`src/rtl/spi_mem_slave.sv`:
```
// SPI mode 0 slave in front of a 2**ADDR_W x DATA_W register-array memory.
// Define SPI_MEM_BURST_EN to enable multi-word transfers with address auto-increment.
module spi_mem_slave #(
  parameter int unsigned ADDR_W      = 7,
  parameter int unsigned DATA_W      = 8,
  parameter int unsigned SYNC_STAGES = 2
) (
  input  logic       clk,
  input  logic       reset_n,
  input  logic       sclk_pin,
  input  logic       cs_pin,
  input  logic       mosi_pin,
  output logic       miso_pin,
  output logic       miso_oe,
  output logic       busy,
  output logic [3:0] leds
);

`ifdef SPI_MEM_BURST_EN
  localparam bit Burst = 1'b1;
`else
  localparam bit Burst = 1'b0;
`endif

  localparam int unsigned Depth  = 2 ** ADDR_W;
  localparam int unsigned CntMax = (ADDR_W > DATA_W) ? ADDR_W : DATA_W;
  localparam int unsigned CntW   = $clog2(CntMax + 1);

  localparam logic [CntW-1:0] CmdLast  = CntW'(ADDR_W);
  localparam logic [CntW-1:0] DataLast = CntW'(DATA_W - 1);
  localparam logic [CntW-1:0] DataFull = CntW'(DATA_W);

  typedef enum logic [2:0] {
    StIdle     = 3'd0,
    StGetCmd   = 3'd1,
    StRdLoad   = 3'd2,
    StRdShift  = 3'd3,
    StWrShift  = 3'd4,
    StWrCommit = 3'd5,
    StDone     = 3'd6
  } state_e;

  logic [SYNC_STAGES-1:0] sclk_sync_q, cs_sync_q, mosi_sync_q;
  logic                   sclk_prev_q, rise_q, fall_q;
  logic                   sclk_s, cs_s, mosi_s;

  state_e              state_q, state_d;
  logic [ADDR_W-1:0]   addr_q, addr_d, addr_inc;
  logic [DATA_W-1:0]   shift_q, shift_d, rd_cur, rd_next;
  logic [CntW-1:0]     cnt_q, cnt_d;
  logic                miso_q, miso_d, oe_q, oe_d;
  logic                mem_we;

  logic [DATA_W-1:0]   mem [Depth];

  assign sclk_s = sclk_sync_q[SYNC_STAGES-1];
  assign cs_s   = cs_sync_q[SYNC_STAGES-1];
  assign mosi_s = mosi_sync_q[SYNC_STAGES-1];

  // CS synchroniser resets to deasserted so busy comes out of reset low.
  always_ff @(posedge clk or negedge reset_n) begin
    if (!reset_n) begin
      sclk_sync_q <= '0;
      cs_sync_q   <= '1;
      mosi_sync_q <= '0;
      sclk_prev_q <= 1'b0;
      rise_q      <= 1'b0;
      fall_q      <= 1'b0;
    end else begin
      sclk_sync_q <= {sclk_sync_q[SYNC_STAGES-2:0], sclk_pin};
      cs_sync_q   <= {cs_sync_q[SYNC_STAGES-2:0], cs_pin};
      mosi_sync_q <= {mosi_sync_q[SYNC_STAGES-2:0], mosi_pin};
      sclk_prev_q <= sclk_s;
      rise_q      <= sclk_s & ~sclk_prev_q;
      fall_q      <= ~sclk_s & sclk_prev_q;
    end
  end

  assign addr_inc = addr_q + 1'b1;
  assign rd_cur   = mem[addr_q];
  assign rd_next  = mem[addr_inc];

  always_comb begin
    state_d = state_q;
    addr_d  = addr_q;
    shift_d = shift_q;
    cnt_d   = cnt_q;
    miso_d  = miso_q;
    oe_d    = oe_q;
    // A commit that has started always lands, even if CS rises in the same clk.
    mem_we  = (state_q == StWrCommit);

    if (cs_s) begin
      state_d = StIdle;
      oe_d    = 1'b0;
      miso_d  = 1'b0;
      cnt_d   = '0;
    end else begin
      case (state_q)
        StIdle: begin
          state_d = StGetCmd;
          cnt_d   = '0;
        end
        StGetCmd: begin
          if (rise_q) begin
            if (cnt_q == CmdLast) begin
              cnt_d   = '0;
              state_d = mosi_s ? StRdLoad : StWrShift;
            end else begin
              addr_d = {addr_q[ADDR_W-2:0], mosi_s};
              cnt_d  = cnt_q + 1'b1;
            end
          end
        end
        StRdLoad: begin
          shift_d = rd_cur;
          oe_d    = 1'b1;
          cnt_d   = '0;
          state_d = StRdShift;
        end
        StRdShift: begin
          if (fall_q) begin
            if (cnt_q == DataFull) begin
              if (Burst) begin
                // Reload and present the next word's MSB on this same fall.
                addr_d  = addr_inc;
                miso_d  = rd_next[DATA_W-1];
                shift_d = rd_next << 1;
                cnt_d   = CntW'(1);
              end else begin
                state_d = StDone;
                oe_d    = 1'b0;
                miso_d  = 1'b0;
              end
            end else begin
              miso_d  = shift_q[DATA_W-1];
              shift_d = shift_q << 1;
              cnt_d   = cnt_q + 1'b1;
            end
          end
        end
        StWrShift: begin
          if (rise_q) begin
            shift_d = {shift_q[DATA_W-2:0], mosi_s};
            if (cnt_q == DataLast) begin
              cnt_d   = '0;
              state_d = StWrCommit;
            end else begin
              cnt_d = cnt_q + 1'b1;
            end
          end
        end
        StWrCommit: begin
          if (Burst) begin
            addr_d  = addr_inc;
            state_d = StWrShift;
          end else begin
            state_d = StDone;
          end
        end
        StDone: begin
          oe_d   = 1'b0;
          miso_d = 1'b0;
        end
        default: state_d = StIdle;
      endcase
    end
  end

  always_ff @(posedge clk or negedge reset_n) begin
    if (!reset_n) begin
      state_q <= StIdle;
      addr_q  <= '0;
      shift_q <= '0;
      cnt_q   <= '0;
      miso_q  <= 1'b0;
      oe_q    <= 1'b0;
    end else begin
      state_q <= state_d;
      addr_q  <= addr_d;
      shift_q <= shift_d;
      cnt_q   <= cnt_d;
      miso_q  <= miso_d;
      oe_q    <= oe_d;
    end
  end

  always_ff @(posedge clk) begin
    if (mem_we) mem[addr_q] <= shift_q;
  end

  assign miso_pin = miso_q & oe_q;
  assign miso_oe  = oe_q;
  assign busy     = ~cs_s;
  assign leds     = {oe_q, state_q};

endmodule

```
`config.mk`:
```
export PLATFORM = sky130hd
export DESIGN_NAME = spi_mem_slave
export DESIGN_NICKNAME = d
export VERILOG_FILES = /design/src/rtl/spi_mem_slave.sv
export SDC_FILE = /design/constraint.sdc
export NUM_CORES = 1
export LEC_CHECK = 0
export CAP_MARGIN = 20
export CORE_MARGIN = 5
export CORE_UTILIZATION = 45
export CTS_CLUSTER_SIZE = 28
export DETAILED_ROUTE_END_ITERATION = 10
export GPL_ROUTABILITY_DRIVEN = 0
export PLACE_DENSITY_LB_ADDON = 0.3
export SLEW_MARGIN = 15
export SYNTH_ARGS = -nofsm -noshare
export SYNTH_HDL_FRONTEND = slang
export SYNTH_SLANG_ARGS = --single-unit
```
`constraint.sdc`:
```
create_clock -name clk -period 3.5 [get_ports clk]
set_clock_uncertainty 0.2 [all_clocks]
set_input_delay 0.35 -clock clk [delete_from_list [all_inputs] [get_ports clk]]
set_output_delay 0.35 -clock clk [all_outputs]
set_load 0.01 [all_outputs]
```
==> flow_metrics.py, run 1 <==
metrics = {
    "placement": {
        "dp.final_hpwl_um": 69100,
        "portBuffers": 11,
        "dp.cells": 3784,
        "dpl_cell_area_um2": 44700,
    },
    "grt": {
        "gr-usage-all-layers_pct": 21.9,
        "gr-total-overflow": 0,
        "grt_pass1_wl_um": 161000,
        "grt_max_degree": 89,
        "antenna_found_initial": 0,
        "grt_pass1_vias": 23800,
    },
    "floorplanning": {
        "rows": 111,
        "initial_utilization_pct": 45.4,
        "die_x_um": 314,
        "core_region_area_um2": 91800,
        "ios": 12,
        "die_h_um": 314,
        "dieArea_um2": 98800,
    },
    "critical_path": {
        "slowest_delay_ns": 0.63,
        "path_class": "flop to flop",
        "worstPathRequired_ns": 3.81,
        "arrival_ns": 3.76,
        "cp_slowest_cell": "a221oi_1",
        "crit_fanout": 54,
        "startpoint_type": "flop",
        "critPathMostFrequentCell": "a221oi_1",
        "endpoint_kind": "flop",
        "r2r_cells": 8,
        "crit_chain": "buf_12 > mux2_2 > o22ai_1 > a221oi_1 > a22oi_1 > nand3_1 > a221oi_1 > a221oi_1",
    },
    "drt": {
        "viasPerCell": 5.99,
        "drtPass1Iterations": 5,
        "routed_wl_um": 110000,
        "drtIter0Drc": 3142,
        "vias": 23800,
        "remaining_drc_errors": 0,
        "antenna_left": 0,
        "drt-wirelength-per-cell_um": 27.6,
    },
    "yosys": {
        "synthArstFlopShare_pct": 3.12,
        "ys_ff_latch": 1057,
        "avgSynthCellArea_um2": 17.2,
        "synth_area_um2": 41700,
        "yosys_most_used_dff": "edfxtp_1",
        "syn-instance-count": 2425,
        "synth_enable_flop_cells": 1024,
        "synth_fp_nets": 2432,
        "yosysUniqueCellTypes": 75,
        "ys_warn_count": 0,
        "seq_area_frac_synth_pct": 75.8,
    },
    "clock_network": {
        "clock_path_buffers": 3,
        "post_cts_buffers": 0,
        "clock-sinks": 1057,
        "ctsHtreeMaxLevel": 3,
        "numCtsBuffers": 104,
        "clk_pin_slew_ns": 0.07,
        "clk_latency_ns": 0.67,
        "root_buffer": "clkbuf_16",
        "cts_tree": "yes",
    },
    "pwr": {
        "peakVddDrop_mv": 0.431,
        "p_leak_nw": 15.1,
        "power_w": 0.0361,
        "power_density_nw_per_um2": 750,
    },
    "timing": {
        "rsz0062_at_grt": "no",
        "slew_headroom_pct": 33.1,
        "fin_crit_sh_pct": 98.6,
        "period_needed_ns": 3.45,
        "final_max_slew_viol_count": 0,
        "fmax_mhz": 290,
        "setup_viol": 0,
        "tightest_slew_ns": 1.00,
        "whs_ns": 0.152,
        "final-hold-violation-count": 0,
        "tns_ns": 0,
    },
    "layout": {
        "final_common_cell": "edfxtp_1",
        "layout_common_cells": "1,024 x edfxtp_1, 303 x mux2i_1, 244 x buf_4, 169 x nor2_1, 121 x a22oi_1",
        "drive_gt1_share_pct": 18.2,
        "n_fill_cell": 7238,
        "area_delta_synth_final_pct": 15.6,
        "fin_nets": 2658,
        "num_antenna_cells": 0,
        "fin_area_um2": 48200,
        "fin_cells": 3981,
    },
    "run_status": {
        "status": "finished clean",
    },
    "job": {
        "drv_cap": 0,
    },
    "min_path": {
        "hp-class": "input pin to async pin",
    },
}
## cell families (layout without fill, tap and decap cells)
kind of cell,Yosys count,after routing,synth area share [%]
buffers and inverters,171,484,2.45
adders and majority gates,2,2,0.0600
muxes,359,359,9.74
AOI/OAI and AO/OA,495,495,8.22
and+or+nand+nor,341,341,3.75
DFF,1057,1057,75.8
## synthesized netlist by cell type, drive strengths merged (22+ instances only)
cell type | instances | area (µm²)
o22ai | 74 | 463
buf | 125 | 848
nor2 | 173 | 668
a21oi | 81 | 405
mux4 | 34 | 777
a22oi | 121 | 908
nand2 | 64 | 243
edfxtp | 1024 | 30700
mux2 | 22 | 248
a221oi | 70 | 613
nand3 | 33 | 165
o21ai | 65 | 325
clkbuf | 35 | 131
mux2i | 303 | 3030
dfrtp | 31 | 776
## power breakdown
part / internal, W / total (W) / switching [W]
Combinational: 0.00286 / 0.00822 / 0.00535
Sequential: 0.0157 / 0.0167 / 0.00102
Clock: 0.00661 / 0.0112 / 0.00462
Total: 0.0251 / 0.0361 / 0.0110
## layer usage
metal	GRT usage (%)	wire, µm	vias up
met5	0	0	-
met3	4.04	9660	248
met4	7.23	4040	0
met1	31.3	44900	12100
met2	34.5	51100	1227
li1	-	-	10200
## path summary, 6_finish.rpt
check / startpoint / end / slack, ns
max: addr_q[2] / shift_q[6] / 0.05
min reg2reg: sclk_sync_q[0] / sclk_sync_q[1] / 0.15
max in group asynchronous: reset_n / shift_q[5] / 2.29
max reg2reg: addr_q[2] / shift_q[6] / 0.05
min: reset_n / shift_q[6] / 0.15
min in group clk: sclk_sync_q[0] / sclk_sync_q[1] / 0.15
## stage by stage
stage	utilization [%]	setup WS (ns)
floorplan	-	0.665
global placement	48.7	0.122
detailed placement	48.7	0.0803
CTS	52.5	0.0481
global route	52.5	0.0340
finish	52.5	0.0498
## state kept, by name (all words and copies together), names as in the netlist
register / cells
fall_q: 1
state_q: 3
cnt_q: 4
miso_oe: 1
shift_q: 8
mem: 1024
mosi_sync_q: 2
addr_q: 7
cs_sync_q: 2
rise_q: 1
sclk_prev_q: 1
miso_q: 1
sclk_sync_q: 2
## critical path: cells and delay by family (launching register included)
kind / cells / cell delay, ns
buffers and inverters: 1 / 0.35
DFF: 1 / 0.60
muxes: 1 / 0.38
and+or+nand+nor: 1 / 0.27
AOI/OAI and AO/OA: 5 / 1.44
## cell type report
class                      count  area (µm²)  share of cell area, %
clock inverter                68         702                   1.46
tap                         1243        1560                   3.23
sequential                  1057       31600                   65.6
inverter                      11        41.3                 0.0857
timing repair buffer         280        2400                   4.98
clock buffer                 125        2750                   5.70
multi-input combinational   1197        9110                   18.9
## repair_timing
item                       CTS  global route
hold endpoints to repair    34             0
resized for setup            0             1
setup endpoints to repair    0             1
hold buffers                 4             0
Power figures use the tool's default switching activity.
==> run 2: changes to the inputs <==
--- a/config.mk
+++ b/config.mk
@@ -8,6 +8,7 @@
 export CAP_MARGIN = 20
 export CORE_MARGIN = 5
 export CORE_UTILIZATION = 45
+export CTS_CLUSTER_DIAMETER = 30
 export CTS_CLUSTER_SIZE = 28
 export DETAILED_ROUTE_END_ITERATION = 10
 export GPL_ROUTABILITY_DRIVEN = 0
==> flow_metrics.py, run 2 (synthesis gave the netlist of run 1 again) <==
metrics = {
    "drt": {
        "remaining_drc_errors": 0,
        "drtPass1Iterations": 6,
        "vias": 24500,
        "routed_wl_um": 112000,
        "drtIter0Drc": 3223,
        "antenna_left": 0,
        "drt-wirelength-per-cell_um": 27.2,
        "viasPerCell": 5.94,
    },
    "timing": {
        "rsz0062_at_grt": "no",
        "tightest_slew_ns": 1.03,
        "setup_viol": 0,
        "setup_ws_ns": 0.139,
        "fmax_mhz": 298,
        "period_needed_ns": 3.36,
        "tns_ns": 0,
        "final-hold-violation-count": 0,
        "fin_crit_sh_pct": 96.0,
        "slew_headroom_pct": 31.4,
        "final_max_slew_viol_count": 0,
    },
    "pwr": {
        "peakVddDrop_mv": 0.510,
        "p_leak_nw": 16.5,
        "power_density_nw_per_um2": 842,
        "power_w": 0.0430,
    },
    "floorplanning": {
        "ios": 12,
        "rows": 111,
        "die_h_um": 314,
        "die_x_um": 314,
        "dieArea_um2": 98800,
        "initial_utilization_pct": 45.4,
        "core_region_area_um2": 91800,
    },
    "placement": {
        "post-place-ws_ns": 0.0803,
        "portBuffers": 11,
        "dp.final_hpwl_um": 69100,
        "dpl_cell_area_um2": 44700,
    },
    "critical_path": {
        "startpoint_type": "flop",
        "arrival_ns": 3.80,
        "worstPathRequired_ns": 3.94,
        "endpoint_kind": "flop",
        "crit_fanout": 21,
        "path_class": "flop to flop",
    },
    "grt": {
        "gr-usage-all-layers_pct": 22.6,
        "antenna_found_initial": 0,
        "grt_pass1_vias": 24700,
        "gr-total-overflow": 0,
        "grt_max_degree": 89,
        "grt_pass1_wl_um": 165000,
    },
    "layout": {
        "reg_top3": "mem (1024), shift_q (8), addr_q (7)",
        "fin_nets": 2739,
        "num_antenna_cells": 0,
        "n_fill_cell": 6941,
        "area_delta_synth_final_pct": 22.6,
        "utilization_pct": 55.7,
        "drive_gt1_share_pct": 22.7,
        "largest_reg_flops": 1024,
        "top_register": "mem",
        "fin_area_um2": 51100,
        "final_common_cell": "edfxtp_1",
        "layout_common_cells": "1,024 x edfxtp_1, 303 x mux2i_1, 244 x buf_4, 186 x clkbuf_16, 169 x nor2_1",
    },
    "clock_network": {
        "root_buffer": "clkbuf_16",
        "clock-sinks": 1057,
        "clock_path_buffers": 3,
        "clk_pin_slew_ns": 0.05,
        "post_cts_buffers": 0,
        "numCtsBuffers": 185,
        "ctsHtreeMaxLevel": 4,
        "clk_latency_ns": 0.76,
        "cts_tree": "yes",
    },
    "run_status": {
        "status": "finished clean",
    },
    "job": {
        "drv_cap": 0,
    },
    "min_path": {
        "hp-class": "input pin to async pin",
    },
}
run 2: changes by cell type in the layout (fill, tap and decap cells not counted), sizes merged:
| cell | change |
|---|---|
| inv | +25 |
| bufinv | +10 |
| clkbuf | +78 |
| clkinvlp | +10 |
| clkinv | +27 |
run 2: report_power, final:
group | internal, W | switching, W | leakage [nW]
Combinational | 0.00286 | 0.00541 | 3.89
Sequential | 0.0157 | 0.00103 | 9.54
Clock | 0.0116 | 0.00636 | 3.07
run 2: worst paths after layout:
kind	cells past startpoint	to	startpoint	slack, ns
max in group asynchronous	2	shift_q[6]	reset_n	2.38
min in group clk	0	mosi_sync_q[1]	mosi_sync_q[0]	0.15
worst max register to register	8	shift_q[3]	addr_q[1]	0.14
worst min-delay path	2	addr_q[0]	reset_n	0.07
worst max-delay path	8	shift_q[3]	addr_q[1]	0.14
worst min register to register	0	mosi_sync_q[1]	mosi_sync_q[0]	0.15
run 2: repair_timing:
action,in CTS,in global routing
endpoints found under the setup margin,0,3
hold endpoints to repair,36,0
gates resized for setup,0,3
hold buffers,4,0
run 2: through the flow:
step	hold slack, ns	instances
floorplan	-0.146	2425
global placement	0.136	3784
detailed placement	0.136	3784
CTS	0.0530	4131
global route	0.104	4131
finish	0.0680	4131
run 2: worst max-delay path: stages, from the launching register on:
cell and delay (ns):
dfrtp_4 0.67, buf_4 0.38, nand2_2 0.40, buf_4 0.30, o22ai_1 0.22, o21ai_0 0.22, a31oi_1 0.48, a21oi_1 0.09
a211oi_1 0.28
run 2: layer usage:
| layer | track usage (%) | vias to the layer above | wire length (µm) |
|---|---|---|---|
| li1 | - | 10500 | - |
| met1 | 31.3 | 12400 | 45000 |
| met2 | 35.1 | 1382 | 52600 |
| met3 | 5.06 | 252 | 10700 |
| met4 | 8.81 | 0 | 3970 |
| met5 | 0 | - | 0 |
run 2: layout make-up:
type / count / area, µm² / share of cell area [%]
Sequential cell: 1057 / 31600 / 61.9
Multi-Input combinational cell: 1197 / 9120 / 17.8
Clock buffer: 203 / 4730 / 9.25
Timing Repair Buffer: 280 / 2400 / 4.69
Clock inverter: 140 / 1630 / 3.20
Tap cell: 1243 / 1560 / 3.04
Inverter: 11 / 41.3 / 0.0808
